<file path="src/rtl/lcd_pkg.sv">
// ============================================================================
//  Module      : lcd_pkg
//  Description : Shared types, default timing and init ROM for the HD44780
//                character LCD sequencer (lcd_ctrl / lcd_cmd_fifo).
//                The init ROM is only referenced when LCD_INIT_EN is defined.
//  Revision    : 1.0 - initial release
// ============================================================================
`default_nettype none

package lcd_pkg;

  // FSM states of the bus sequencer; PWRUP is only reachable with LCD_INIT_EN.
  typedef enum logic [2:0] {
    ST_PWRUP = 3'd0,
    ST_IDLE  = 3'd1,
    ST_SETUP = 3'd2,
    ST_PULSE = 3'd3,
    ST_HOLD  = 3'd4,
    ST_WAIT  = 3'd5
  } lcd_state_e;

  // One queued LCD bus command: RS (1 = data, 0 = instruction) and DB[7:0].
  typedef struct packed {
    logic       rs;
    logic [7:0] data;
  } lcd_cmd_t;

  // Default timing in clock cycles at 50 MHz.
  localparam int DEF_FIFO_DEPTH  = 8;
  localparam int DEF_T_SETUP_CYC = 2;
  localparam int DEF_T_EN_CYC    = 12;
  localparam int DEF_T_HOLD_CYC  = 2;
  localparam int DEF_T_EXEC_CYC  = 2000;    // 40 us
  localparam int DEF_T_LONG_CYC  = 82000;   // 1.64 ms
  localparam int DEF_T_PWRUP_CYC = 750000;  // 15 ms

  // Power-on init: 8-bit/2-line/5x8 (x3), display on, clear, entry mode.
  localparam int         INIT_LEN = 6;
  localparam logic [7:0] INIT_ROM [INIT_LEN] = '{8'h38, 8'h38, 8'h38, 8'h0C, 8'h01, 8'h06};

  // Clear display (0x01) and return home (0x02/0x03) need the long wait.
  function automatic logic is_long_cmd(input lcd_cmd_t cmd);
    return !cmd.rs && ((cmd.data == 8'h01) || (cmd.data == 8'h02) || (cmd.data == 8'h03));
  endfunction

endpackage

`default_nettype wire

</file>
<file path="src/rtl/lcd_cmd_fifo.sv">
// ============================================================================
//  Module      : lcd_cmd_fifo
//  Description : Synchronous first-word-fall-through FIFO of lcd_cmd_t.
//                o_head shows the oldest entry whenever o_empty = 0.
//                Pushes when full and pops when empty are ignored.
//  Ports       : i_clk, i_rst_n (sync, active-low), i_push/i_push_data,
//                i_pop, o_head, o_count, o_full, o_empty
//  Revision    : 1.0 - initial release
// ============================================================================
`default_nettype none

module lcd_cmd_fifo
  import lcd_pkg::*;
#(
  parameter int DEPTH = 8  // power of two, >= 2
) (
  input  logic                   i_clk,
  input  logic                   i_rst_n,
  input  logic                   i_push,
  input  lcd_cmd_t               i_push_data,
  input  logic                   i_pop,
  output lcd_cmd_t               o_head,
  output logic [$clog2(DEPTH):0] o_count,
  output logic                   o_full,
  output logic                   o_empty
);

  localparam int            AW      = $clog2(DEPTH);
  localparam logic [AW:0]   C_DEPTH = (AW + 1)'(DEPTH);

  lcd_cmd_t        r_mem [DEPTH];
  logic [AW-1:0]   r_wr_ptr;
  logic [AW-1:0]   r_rd_ptr;
  logic [AW:0]     r_count;

  logic            w_push_ok;
  logic            w_pop_ok;

  assign o_full    = (r_count == C_DEPTH);
  assign o_empty   = (r_count == '0);
  assign w_push_ok = i_push && !o_full;
  assign w_pop_ok  = i_pop && !o_empty;

  // Storage needs no reset; only pointers and count define validity.
  always_ff @(posedge i_clk) begin
    if (w_push_ok) begin
      r_mem[r_wr_ptr] <= i_push_data;
    end
  end

  // Pointers wrap naturally because DEPTH is a power of two.
  always_ff @(posedge i_clk) begin
    if (!i_rst_n) begin
      r_wr_ptr <= '0;
      r_rd_ptr <= '0;
      r_count  <= '0;
    end else begin
      if (w_push_ok) begin
        r_wr_ptr <= r_wr_ptr + 1'b1;
      end
      if (w_pop_ok) begin
        r_rd_ptr <= r_rd_ptr + 1'b1;
      end
      case ({w_push_ok, w_pop_ok})
        2'b10:   r_count <= r_count + 1'b1;
        2'b01:   r_count <= r_count - 1'b1;
        default: r_count <= r_count;
      endcase
    end
  end

  assign o_head  = r_mem[r_rd_ptr];
  assign o_count = r_count;

endmodule

`default_nettype wire

</file>
<file path="src/rtl/lcd_ctrl.sv">
// ============================================================================
//  Module      : lcd_ctrl
//  Description : HD44780 character LCD bus sequencer. Commands pushed by the
//                LSU are queued in lcd_cmd_fifo and replayed with setup, EN
//                pulse, hold and execution-delay timing.
//                Optional macro LCD_INIT_EN: after reset wait T_PWRUP_CYC and
//                issue the built-in init ROM before serving the FIFO.
//  Ports       : i_clk, i_rst_n (sync, active-low)
//                i_cmd_vld, i_cmd_data[8:0] = {RS, DB}  - command push
//                o_lcd_data/o_lcd_rs/o_lcd_rw/o_lcd_en  - LCD bus
//                o_lcd_on  - panel power enable
//                o_busy, o_fifo_cnt, o_ovf (drop pulse)  - status
//  Revision    : 1.0 - initial release
// ============================================================================
`default_nettype none

module lcd_ctrl
  import lcd_pkg::*;
#(
  parameter int FIFO_DEPTH  = DEF_FIFO_DEPTH,
  parameter int T_SETUP_CYC = DEF_T_SETUP_CYC,
  parameter int T_EN_CYC    = DEF_T_EN_CYC,
  parameter int T_HOLD_CYC  = DEF_T_HOLD_CYC,
  parameter int T_EXEC_CYC  = DEF_T_EXEC_CYC,
  parameter int T_LONG_CYC  = DEF_T_LONG_CYC,
  parameter int T_PWRUP_CYC = DEF_T_PWRUP_CYC
) (
  input  logic                        i_clk,
  input  logic                        i_rst_n,
  input  logic                        i_cmd_vld,
  input  logic [31:0]                 i_cmd_data,
  output logic [7:0]                  o_lcd_data,
  output logic                        o_lcd_rs,
  output logic                        o_lcd_rw,
  output logic                        o_lcd_en,
  output logic                        o_lcd_on,
  output logic                        o_busy,
  output logic [$clog2(FIFO_DEPTH):0] o_fifo_cnt,
  output logic                        o_ovf
);

  // One shared down-counter; sized for the longest wait it ever holds.
  localparam int C_CNT_MAX = (T_LONG_CYC > T_PWRUP_CYC) ? T_LONG_CYC : T_PWRUP_CYC;
  localparam int CW        = $clog2(C_CNT_MAX + 1);

  lcd_state_e    r_state;
  logic [CW-1:0] r_cnt;
  logic [7:0]    r_data;
  logic          r_rs;
  logic          r_en;
  logic          r_lcd_on;
  logic          r_ovf;

  lcd_cmd_t      w_push_cmd;
  lcd_cmd_t      w_head;
  logic          w_full;
  logic          w_empty;
  logic          w_pop;
  logic          w_init_pending;
  logic          w_unused_bits;

`ifdef LCD_INIT_EN
  localparam int              IW           = $clog2(INIT_LEN + 1);
  localparam logic [IW-1:0]   C_INIT_END   = IW'(INIT_LEN);
  localparam lcd_state_e      C_RST_STATE  = ST_PWRUP;
  localparam logic [CW-1:0]   C_RST_CNT    = CW'(T_PWRUP_CYC - 1);

  logic [IW-1:0] r_init_idx;
  assign w_init_pending = (r_init_idx != C_INIT_END);
`else
  localparam lcd_state_e      C_RST_STATE  = ST_IDLE;
  localparam logic [CW-1:0]   C_RST_CNT    = '0;

  assign w_init_pending = 1'b0;
`endif

  assign w_unused_bits = ^i_cmd_data[31:9];
  assign w_push_cmd    = '{rs: i_cmd_data[8], data: i_cmd_data[7:0]};

  // The FIFO is held off while the init ROM still has entries to send.
  assign w_pop = (r_state == ST_IDLE) && !w_init_pending && !w_empty;

  lcd_cmd_fifo #(
    .DEPTH (FIFO_DEPTH)
  ) u_fifo (
    .i_clk       (i_clk),
    .i_rst_n     (i_rst_n),
    .i_push      (i_cmd_vld),
    .i_push_data (w_push_cmd),
    .i_pop       (w_pop),
    .o_head      (w_head),
    .o_count     (o_fifo_cnt),
    .o_full      (w_full),
    .o_empty     (w_empty)
  );

  // A push while full is lost even if a pop happens in the same cycle,
  // because acceptance looks at the registered count only.
  always_ff @(posedge i_clk) begin
    if (!i_rst_n) begin
      r_ovf    <= 1'b0;
      r_lcd_on <= 1'b0;
    end else begin
      r_ovf    <= i_cmd_vld && w_full;
      r_lcd_on <= 1'b1;
    end
  end

  // Bus sequencer. Each state loads r_cnt with (duration - 1) on entry and
  // leaves when it reaches zero.
  always_ff @(posedge i_clk) begin
    if (!i_rst_n) begin
      r_state <= C_RST_STATE;
      r_cnt   <= C_RST_CNT;
      r_data  <= 8'h00;
      r_rs    <= 1'b0;
      r_en    <= 1'b0;
`ifdef LCD_INIT_EN
      r_init_idx <= '0;
`endif
    end else begin
      case (r_state)
        ST_IDLE: begin
`ifdef LCD_INIT_EN
          if (w_init_pending) begin
            r_data     <= INIT_ROM[r_init_idx];
            r_rs       <= 1'b0;
            r_init_idx <= r_init_idx + 1'b1;
            r_state    <= ST_SETUP;
            r_cnt      <= CW'(T_SETUP_CYC - 1);
          end else
`endif
          if (!w_empty) begin
            r_data  <= w_head.data;
            r_rs    <= w_head.rs;
            r_state <= ST_SETUP;
            r_cnt   <= CW'(T_SETUP_CYC - 1);
          end
        end
        ST_SETUP: begin
          if (r_cnt == '0) begin
            r_state <= ST_PULSE;
            r_en    <= 1'b1;
            r_cnt   <= CW'(T_EN_CYC - 1);
          end else begin
            r_cnt <= r_cnt - 1'b1;
          end
        end
        ST_PULSE: begin
          if (r_cnt == '0) begin
            r_state <= ST_HOLD;
            r_en    <= 1'b0;
            r_cnt   <= CW'(T_HOLD_CYC - 1);
          end else begin
            r_cnt <= r_cnt - 1'b1;
          end
        end
        ST_HOLD: begin
          if (r_cnt == '0) begin
            r_state <= ST_WAIT;
            r_cnt   <= is_long_cmd('{rs: r_rs, data: r_data}) ? CW'(T_LONG_CYC - 1)
                                                              : CW'(T_EXEC_CYC - 1);
          end else begin
            r_cnt <= r_cnt - 1'b1;
          end
        end
        ST_WAIT: begin
          if (r_cnt == '0) begin
            r_state <= ST_IDLE;
          end else begin
            r_cnt <= r_cnt - 1'b1;
          end
        end
`ifdef LCD_INIT_EN
        ST_PWRUP: begin
          if (r_cnt == '0) begin
            r_state <= ST_IDLE;
          end else begin
            r_cnt <= r_cnt - 1'b1;
          end
        end
`endif
        default: begin
          r_state <= ST_IDLE;
          r_en    <= 1'b0;
        end
      endcase
    end
  end

  assign o_lcd_data = r_data;
  assign o_lcd_rs   = r_rs;
  assign o_lcd_rw   = 1'b0;
  assign o_lcd_en   = r_en;
  assign o_lcd_on   = r_lcd_on;
  assign o_ovf      = r_ovf;
  assign o_busy     = !w_empty || (r_state != ST_IDLE) || w_init_pending;

endmodule

`default_nettype wire

</file>
<file path="config.mk">
export PLATFORM = sky130hd
export DESIGN_NAME = lcd_ctrl
export DESIGN_NICKNAME = d
export VERILOG_FILES = /design/src/rtl/lcd_pkg.sv /design/src/rtl/lcd_cmd_fifo.sv /design/src/rtl/lcd_ctrl.sv
export SDC_FILE = /design/constraint.sdc
export NUM_CORES = 1
export LEC_CHECK = 0
export ABC_AREA = 1
export CORE_UTILIZATION = 35
export DETAILED_ROUTE_END_ITERATION = 6
export GPL_TIMING_DRIVEN = 0
export HOLD_SLACK_MARGIN = 0.02
export PLACE_DENSITY = 0.58
export RECOVER_POWER = 50
export REMOVE_ABC_BUFFERS = 1
export SLEW_MARGIN = 20
export SYNTH_ARGS = -nofsm -noshare
export SYNTH_HDL_FRONTEND = slang
export SYNTH_SLANG_ARGS = --single-unit
export TNS_END_PERCENT = 30
</file>
<file path="constraint.sdc">
create_clock -name i_clk -period 3.1 [get_ports i_clk]
set_input_delay 0.775 -clock i_clk [delete_from_list [all_inputs] [get_ports i_clk]]
set_output_delay 0.775 -clock i_clk [all_outputs]
set_load 0.1 [all_outputs]
</file>
==> flow_summary.toml <==
[status]
status = "complete, no violations"

[route]
drt_first_iter_violations = 191
postRouteWirelength_um = 11400
post-route-drc-count = 0
drtPass1Iterations = 5
via_per_inst = 4.88
route.met2.wl_um = 6030
wl_per_cell_um = 14.5
total_routed_wire_length_on_the_met1_layer_um = 4880
detailroute.wirelength.met3_um = 422
detailroute.via_count = 3859
highest-signal-layer = "met4"
final_antenna_net_count = 0

[global_routing]
grt_start_max_net_pins = 39
first_pass_grt_wire_length_um = 19100
grt_overflow_total = 0
total_routing_resource_utilization_after_global_routing_pct = 15.9
grt_pass1_vias = 3886
antenna_found_initial = 0

[worst_setup_path]
worst-endpoint-arrival_ps = 2110
timing.reg2reg.setup_slack_ps = 380
required_ps = 2320
start_kind = "register"
cp_max_fo = 4
critical_path.reg2reg.endpoint = "u_fifo.o_count[3]"
critical_path.reg2reg.startpoint = "u_fifo.o_count[0]"
timing_worst_setup_path_type = "register to output pin"
worstSetupEndpointType = "output pin"
rr_worst_depth = 14

[final_layout]
ff_latch_area_um2 = 3060
stdcell_area_um2 = 6240
filler_cell_count_in_the_final_layout = 1397
n_antenna_cell = 0
multi_input_gate_area_um2 = 1930
final_layout_size_suffix_gt1_share_pct = 9.72
final_net_count = 637
flow.area_growth_from_synthesis_pct = 16.9

[worst_hold_path]
min_path_cells = 2
hp-class = "register to register"
min_delay_worst_endpoint = "r_cnt[1]"
hold_path_startpoint = "r_cnt[1]"

[clock_tree]
hold_buffers = 0
buffer_type_at_the_clock_tree_root = "sky130_fd_sc_hd__clkbuf_16"
cts_htree_levels = 4
clkLatencyLatePin_ps = 410
post-cts-setup-buffers = 0
clock_tree_from_tritoncts = "done"
numClockSinks = 117
clock_tree.buffer_depth = 2
clkTransAtPathRegs_ps = 50
cts_made_buffers = 17

[pwr]
cellLeakagePower_nw = 2.32
power_density_nw_per_um2 = 1170
power.ir.vdd_worst_uv = 505

[sta]
holdWs_ps = 480
finalSetupViolations = 0
final.period_utilization_pct = 93.1
timing.clock.skew_ps = 6.93
period_minus_slack_ps = 2890
worst_margin_slew_ps = 1030
maxSlewHeadroom_pct = 31.2
timing_max_transition_violations_final = 0
finalHoldViolCount = 0
grt_setup_unrepaired = "false"
fmax_ghz = 0.346

[placement]
post-dp-hpwl_um = 7450
placement.io_buffers = 28
placed_cell_area_um2 = 5730
place_congestion = 0.820

[synth]
asyncSetResetFlopFracSynth_pct = 0
gate_count_after_technology_mapping = 569
yosysSeqAreaShare_pct = 57.4
postSynthRegisterBits = 117
syn-mean-instance-area_um2 = 9.37
synth_edf_count = 72
synth.yosys.warnings = 0
synthFlopType = "sky130_fd_sc_hd__edfxtp_1"
yosys.cell_types.count = 39
syn-cell-area_um2 = 5330

[floorplan]
die_y_um = 125
io_pins = 53
floorplan.die_area_um2 = 15700
core_region_area_um2 = 14700
die_width_um = 125
initial_core_util_pct = 36.3
rows = 44

[run]
cap_violations = 0
## how the worst max path moves through the flow
stage                      startpoint                end  slack [ps]  depth (start not counted)
floorplan           u_fifo.o_count[0]  u_fifo.o_count[3]          30                         14
global placement              i_rst_n         r_state[0]        -110                          4
detailed placement            i_rst_n         r_state[0]        -170                          4
CTS                 u_fifo.o_count[1]             o_busy         200                          5
global route        u_fifo.o_count[0]  u_fifo.o_count[3]          40                         14
finish              u_fifo.o_count[1]             o_busy         210                          5
## metrics by stage
stage	std cells	TNS (ps)	worst slack, ps	util (%)	power [W]
after floorplan	548	0	27.2	-	0.00487
final	791	0	214	42.4	0.00732
after CTS	791	0	199	42.6	0.00750
after detailed placement	760	-327	-171	39.0	0.00571
after global routing	791	0	39.5	42.4	0.00788
after global placement	760	-189	-107	39.0	0.00565
## power by group
| group | internal, W | switching, W |
|---|---|---|
| combinational | 0.000966 | 0.00241 |
| clock | 0.00109 | 0.000680 |
| sequential | 0.00190 | 0.000267 |
| total | 0.00396 | 0.00336 |
## state kept, by name (all words and copies together), names as in the netlist, 3 cells and up
register	count
o_lcd_data	8
r_cnt	20
r_state	3
u_fifo.o_count	4
u_fifo.r_mem	72
u_fifo.r_rd_ptr	3
u_fifo.r_wr_ptr	3
## cell families (layout without fill, tap and decap cells)
kind of cell | after synthesis | after routing | share of synthesized area, %
DFF | 117 | 117 | 57.4
AOI/OAI and AO/OA | 123 | 123 | 13.5
adders and majority gates | 7 | 7 | 1.78
xor gates and xnor gates | 6 | 6 | 0.985
and+or+nand+nor | 244 | 244 | 20.4
other | 1 | 1 | 0.0703
buffers and inverters | 71 | 109 | 5.82
## layer usage
layer,up-vias,track usage (%)
met4,0,6.03
met5,-,0
li1,1993,-
met3,9,4.02
met1,1795,17.7
met2,62,29.0
## critical path, stage by stage (launching register included)
cell                            delay (ps)
sky130_fd_sc_hd__dfxtp_1               380
sky130_fd_sc_hd__inv_1                 100
sky130_fd_sc_hd__nand4_1               170
sky130_fd_sc_hd__nor2_2                 80
sky130_fd_sc_hd__inv_1                 100
sky130_fd_sc_hd__dlygate4sd2_1         870
## cells in the final DEF (no fill, tap or decap), types with 2 or more instances in the layout
master,instances
sky130_fd_sc_hd__nor2_1,88
sky130_fd_sc_hd__clkinv_2,4
sky130_fd_sc_hd__a21oi_2,9
sky130_fd_sc_hd__nand2_2,5
sky130_fd_sc_hd__dfxtp_1,44
sky130_fd_sc_hd__dlygate4sd3_1,10
sky130_fd_sc_hd__clkinv_1,3
sky130_fd_sc_hd__edfxtp_1,72
sky130_fd_sc_hd__clkdlybuf4s50_1,17
sky130_fd_sc_hd__nand2_1,114
sky130_fd_sc_hd__nand4_1,4
sky130_fd_sc_hd__clkinvlp_4,4
sky130_fd_sc_hd__xor2_1,5
sky130_fd_sc_hd__o21ai_1,3
sky130_fd_sc_hd__ha_1,6
sky130_fd_sc_hd__a21oi_1,30
sky130_fd_sc_hd__inv_1,41
sky130_fd_sc_hd__inv_2,5
sky130_fd_sc_hd__o211ai_1,10
sky130_fd_sc_hd__inv_6,2
sky130_fd_sc_hd__o21ai_0,52
sky130_fd_sc_hd__o22ai_1,9
sky130_fd_sc_hd__nor2_4,4
sky130_fd_sc_hd__o221ai_1,9
sky130_fd_sc_hd__nand3b_1,5
sky130_fd_sc_hd__clkinv_4,3
sky130_fd_sc_hd__clkbuf_16,17
sky130_fd_sc_hd__nand3_1,18
sky130_fd_sc_hd__nor2_2,2
## synthesized netlist by cell type (2+ instances only)
cell | count | share of area, %
sky130_fd_sc_hd__a21oi_1 | 30 | 2.8
sky130_fd_sc_hd__a21oi_2 | 9 | 1.5
sky130_fd_sc_hd__buf_2 | 5 | 0.47
sky130_fd_sc_hd__buf_4 | 2 | 0.28
sky130_fd_sc_hd__clkbuf_1 | 11 | 0.77
sky130_fd_sc_hd__clkinv_1 | 2 | 0.14
sky130_fd_sc_hd__dfxtp_1 | 45 | 17
sky130_fd_sc_hd__edfxtp_1 | 72 | 41
sky130_fd_sc_hd__ha_1 | 6 | 1.4
sky130_fd_sc_hd__inv_1 | 42 | 3.0
sky130_fd_sc_hd__inv_2 | 5 | 0.35
sky130_fd_sc_hd__nand2_1 | 112 | 7.9
sky130_fd_sc_hd__nand2_2 | 7 | 0.82
sky130_fd_sc_hd__nand3_1 | 17 | 1.6
sky130_fd_sc_hd__nand3b_1 | 5 | 0.70
sky130_fd_sc_hd__nand4_1 | 4 | 0.47
sky130_fd_sc_hd__nor2_1 | 87 | 6.1
sky130_fd_sc_hd__nor2_2 | 2 | 0.23
sky130_fd_sc_hd__nor2_4 | 4 | 0.84
sky130_fd_sc_hd__o211ai_1 | 10 | 1.4
sky130_fd_sc_hd__o21ai_0 | 52 | 4.9
sky130_fd_sc_hd__o21ai_1 | 3 | 0.28
sky130_fd_sc_hd__o221ai_1 | 9 | 1.5
sky130_fd_sc_hd__o22ai_1 | 9 | 1.1
sky130_fd_sc_hd__xor2_1 | 5 | 0.82
## area by class of cell
class / instances / area share (%)
Sequential cell: 117 / 49.1
Multi-Input combinational cell: 381 / 30.9
Clock buffer: 18 / 6.88
Timing Repair Buffer: 28 / 4.47
Tap cell: 184 / 3.69
Inverter: 50 / 3.15
Clock inverter: 13 / 1.79
## what timing repair did
| item | CTS | global route |
|---|---|---|
| endpoints found under the setup margin | 1 | 1 |
| gates cloned | 0 | 0 |
| resized for setup | 1 | 2 |
(Power assumes the default switching activity.)
==> patch: new RTL, same settings <==
Add an input register stage for `i_cmd_vld` and `i_cmd_data`, cleared by the reset; this delays them by one clock.
--- a/src/rtl/lcd_ctrl.sv
+++ b/src/rtl/lcd_ctrl.sv
@@ -43,6 +43,19 @@
   localparam int C_CNT_MAX = (T_LONG_CYC > T_PWRUP_CYC) ? T_LONG_CYC : T_PWRUP_CYC;
   localparam int CW        = $clog2(C_CNT_MAX + 1);
 
+  logic i_cmd_vld_q;
+  logic [31:0] i_cmd_data_q;
+
+  always_ff @(posedge i_clk) begin
+    if (!i_rst_n) begin
+      i_cmd_vld_q  <= '0;
+      i_cmd_data_q <= '0;
+    end else begin
+      i_cmd_vld_q  <= i_cmd_vld;
+      i_cmd_data_q <= i_cmd_data;
+    end
+  end
+
   lcd_state_e    r_state;
   logic [CW-1:0] r_cnt;
   logic [7:0]    r_data;
@@ -74,8 +87,8 @@
   assign w_init_pending = 1'b0;
 `endif
 
-  assign w_unused_bits = ^i_cmd_data[31:9];
-  assign w_push_cmd    = '{rs: i_cmd_data[8], data: i_cmd_data[7:0]};
+  assign w_unused_bits = ^i_cmd_data_q[31:9];
+  assign w_push_cmd    = '{rs: i_cmd_data_q[8], data: i_cmd_data_q[7:0]};
 
   // The FIFO is held off while the init ROM still has entries to send.
   assign w_pop = (r_state == ST_IDLE) && !w_init_pending && !w_empty;
@@ -85,7 +98,7 @@
   ) u_fifo (
     .i_clk       (i_clk),
     .i_rst_n     (i_rst_n),
-    .i_push      (i_cmd_vld),
+    .i_push      (i_cmd_vld_q),
     .i_push_data (w_push_cmd),
     .i_pop       (w_pop),
     .o_head      (w_head),
@@ -101,7 +114,7 @@
       r_ovf    <= 1'b0;
       r_lcd_on <= 1'b0;
     end else begin
-      r_ovf    <= i_cmd_vld && w_full;
+      r_ovf    <= i_cmd_vld_q && w_full;
       r_lcd_on <= 1'b1;
     end
   end
Function: changed (a bounded check fails within 4 cycles, from zero or initial values and one cycle with i_rst_n low).
==> patch against the original RTL <==
- area after synthesis up 4.4%
- hold slack worse by 0.032 ns
- critical path depth stayed put
- routed wire length is 8.2% higher
- cell area increased by 4.5%
- cell count increased by 7.5%
- total power decreased by 4.2%
- sequential cell count increased by 10
- global-route usage is 0.53 points higher
- synthesized cell count grew 5.4%
- setup slack lost 0.017 ns
- clock skew barely moved
- clock power grew 3%
- critical endpoint unchanged
==> patch: results (changes against the original RTL) <==
set qor(postPlaceCellArea_mm2) 0.00601 ;# +4.9%
set qor(clk_path_buf_depth) 2 ;# unchanged
set qor(min-delay-start) {i_cmd_vld_q$_SDFF_PN0_}
set qor(drt-total-wl_um) 12400 ;# +8.2%
set qor(wire_length_of_the_first_global_routing_pass_um) 20200 ;# +5.5%
set qor(final_layout_size_suffix_gt1_share_pct) 8.29 ;# -1.4 points
set qor(power.internal_mw) 3.93 ;# -0.67%
set qor(yosysSeqAreaShare_pct) 58.6 ;# +1.2 points
set qor(post_synth_most_frequent_cells) {102 x sky130_fd_sc_hd__nand2_1, 101 x sky130_fd_sc_hd__nor2_1, 72 x sky130_fd_sc_hd__edfxtp_1}
set qor(gr-usage-met1_pct) 21.1 ;# +3.4 points
set qor(outcome) {finished clean}
set qor(vias_in_the_first_global_route) 3955 ;# +1.8%
set qor(setup_ws_final_ns) 0.197 ;# -0.0167 ns
set qor(cp.arrival_ns) 2.13 ;# +0.02 ns
set qor(detail_route.vias_per_cell) 4.81 ;# -1.5%
set qor(total_track_usage_pct) 16.4 ;# +0.53 points
set qor(min_delay_worst_endpoint) {o_ovf$_SDFF_PN0_}
set qor(ys_top_cells_by_area) {sky130_fd_sc_hd__edfxtp_1 39%, sky130_fd_sc_hd__dfxtp_1 20%, sky130_fd_sc_hd__nand2_1 6.9%}
set qor(drtIter0Drc) 307 ;# +61%
set qor(actual_transition_at_the_worst_max_transition_pin_ns) 1.15 ;# +0.121 ns
set qor(grt_use_met3_pct) 3.21 ;# -0.81 points
set qor(post_drt_wl_per_cell_um) 14.6 ;# +0.70%
set qor(final.hold.worst_slack_ns) 0.448 ;# -0.0317 ns
set qor(place.detailed.instances) 818 ;# +7.6%
set qor(final_net_count) 668 ;# +4.9%
set qor(nFillCells) 1478 ;# +5.8%
set qor(flop2flop_setup_slack_ns) 0.41 ;# +0.03 ns
set qor(critical_path.reg2reg.startpoint) {r_state[0]$_SDFFE_PN1P_}
set qor(power.leakage_nw) 2.52 ;# +8.6%
set qor(post_place_worst_slack_ns) 0.0419 ;# +0.213 ns
set qor(grtUsageMet2_pct) 26.9 ;# -2.1 points
set qor(syn_inst) 600 ;# +5.4%
set qor(clock-skew-final_ns) 0.00723 ;# +0.000296 ns
set qor(dp.final_hpwl_um) 7890 ;# +6.0%
set qor(grt_max_degree) 41 ;# +5.1%
-- patch: changes by cell type in the layout (fill, tap and decap cells not counted), moves of 4 or more --
cell / change
sky130_fd_sc_hd__nor2_1: +16
sky130_fd_sc_hd__inv_1: +15
sky130_fd_sc_hd__dfxtp_1: +10
sky130_fd_sc_hd__dlygate4sd3_1: -10
sky130_fd_sc_hd__clkdlybuf4s50_1: +9
sky130_fd_sc_hd__nand2_1: -8
sky130_fd_sc_hd__a21oi_2: -5
sky130_fd_sc_hd__nand3_1: +4
sky130_fd_sc_hd__nand3b_1: -4
-- patch: layer usage --
layer	part of all wire [%]	vias up
met5	0	-
met4	1.2	0
met3	3.7	10
met2	48	78
met1	47	1926
li1	-	2071
-- patch: cell type report --
type                       instances  area (um^2)  share of cell area, %
timing repair buffer              28          274                   4.21
clock inverter                    10         90.1                   1.38
inverter                          63          240                   3.69
multi-input combinational        389         1930                   29.6
sequential                       127         3260                   50.1
clock buffer                      22          454                   6.97
tap                              211          264                   4.05
-- patch: power by group through the flow --
stage          Clock (mW)  Combinational [mW]  Sequential [mW]
2_1_floorplan           0                1.85             2.71
3_3_place_gp            0                3.05             2.25
3_5_place_dp            0                3.07             2.26
4_1_cts              1.86                3.07             2.23
5_1_grt              1.93                3.29             2.26
6_report             1.82                2.97             2.23
-- patch: logic make-up after synthesis --
family / after synthesis / share of synthesized area (%)
XOR/XNOR: 8 / 1.26
AND/OR/NAND/NOR: 254 / 19.9
adder cells (fa/ha/maj): 7 / 1.71
other: 1 / 0.0674
flip-flops: 127 / 58.6
AO/OA/AOI/OAI: 119 / 12.3
buffers and inverters: 84 / 6.07
-- patch: what timing repair did --
item	4_1_cts	5_1_grt
hold buffers	0	0
resized for setup	1	1
gates cloned	0	0
endpoints found under the setup margin	1	6
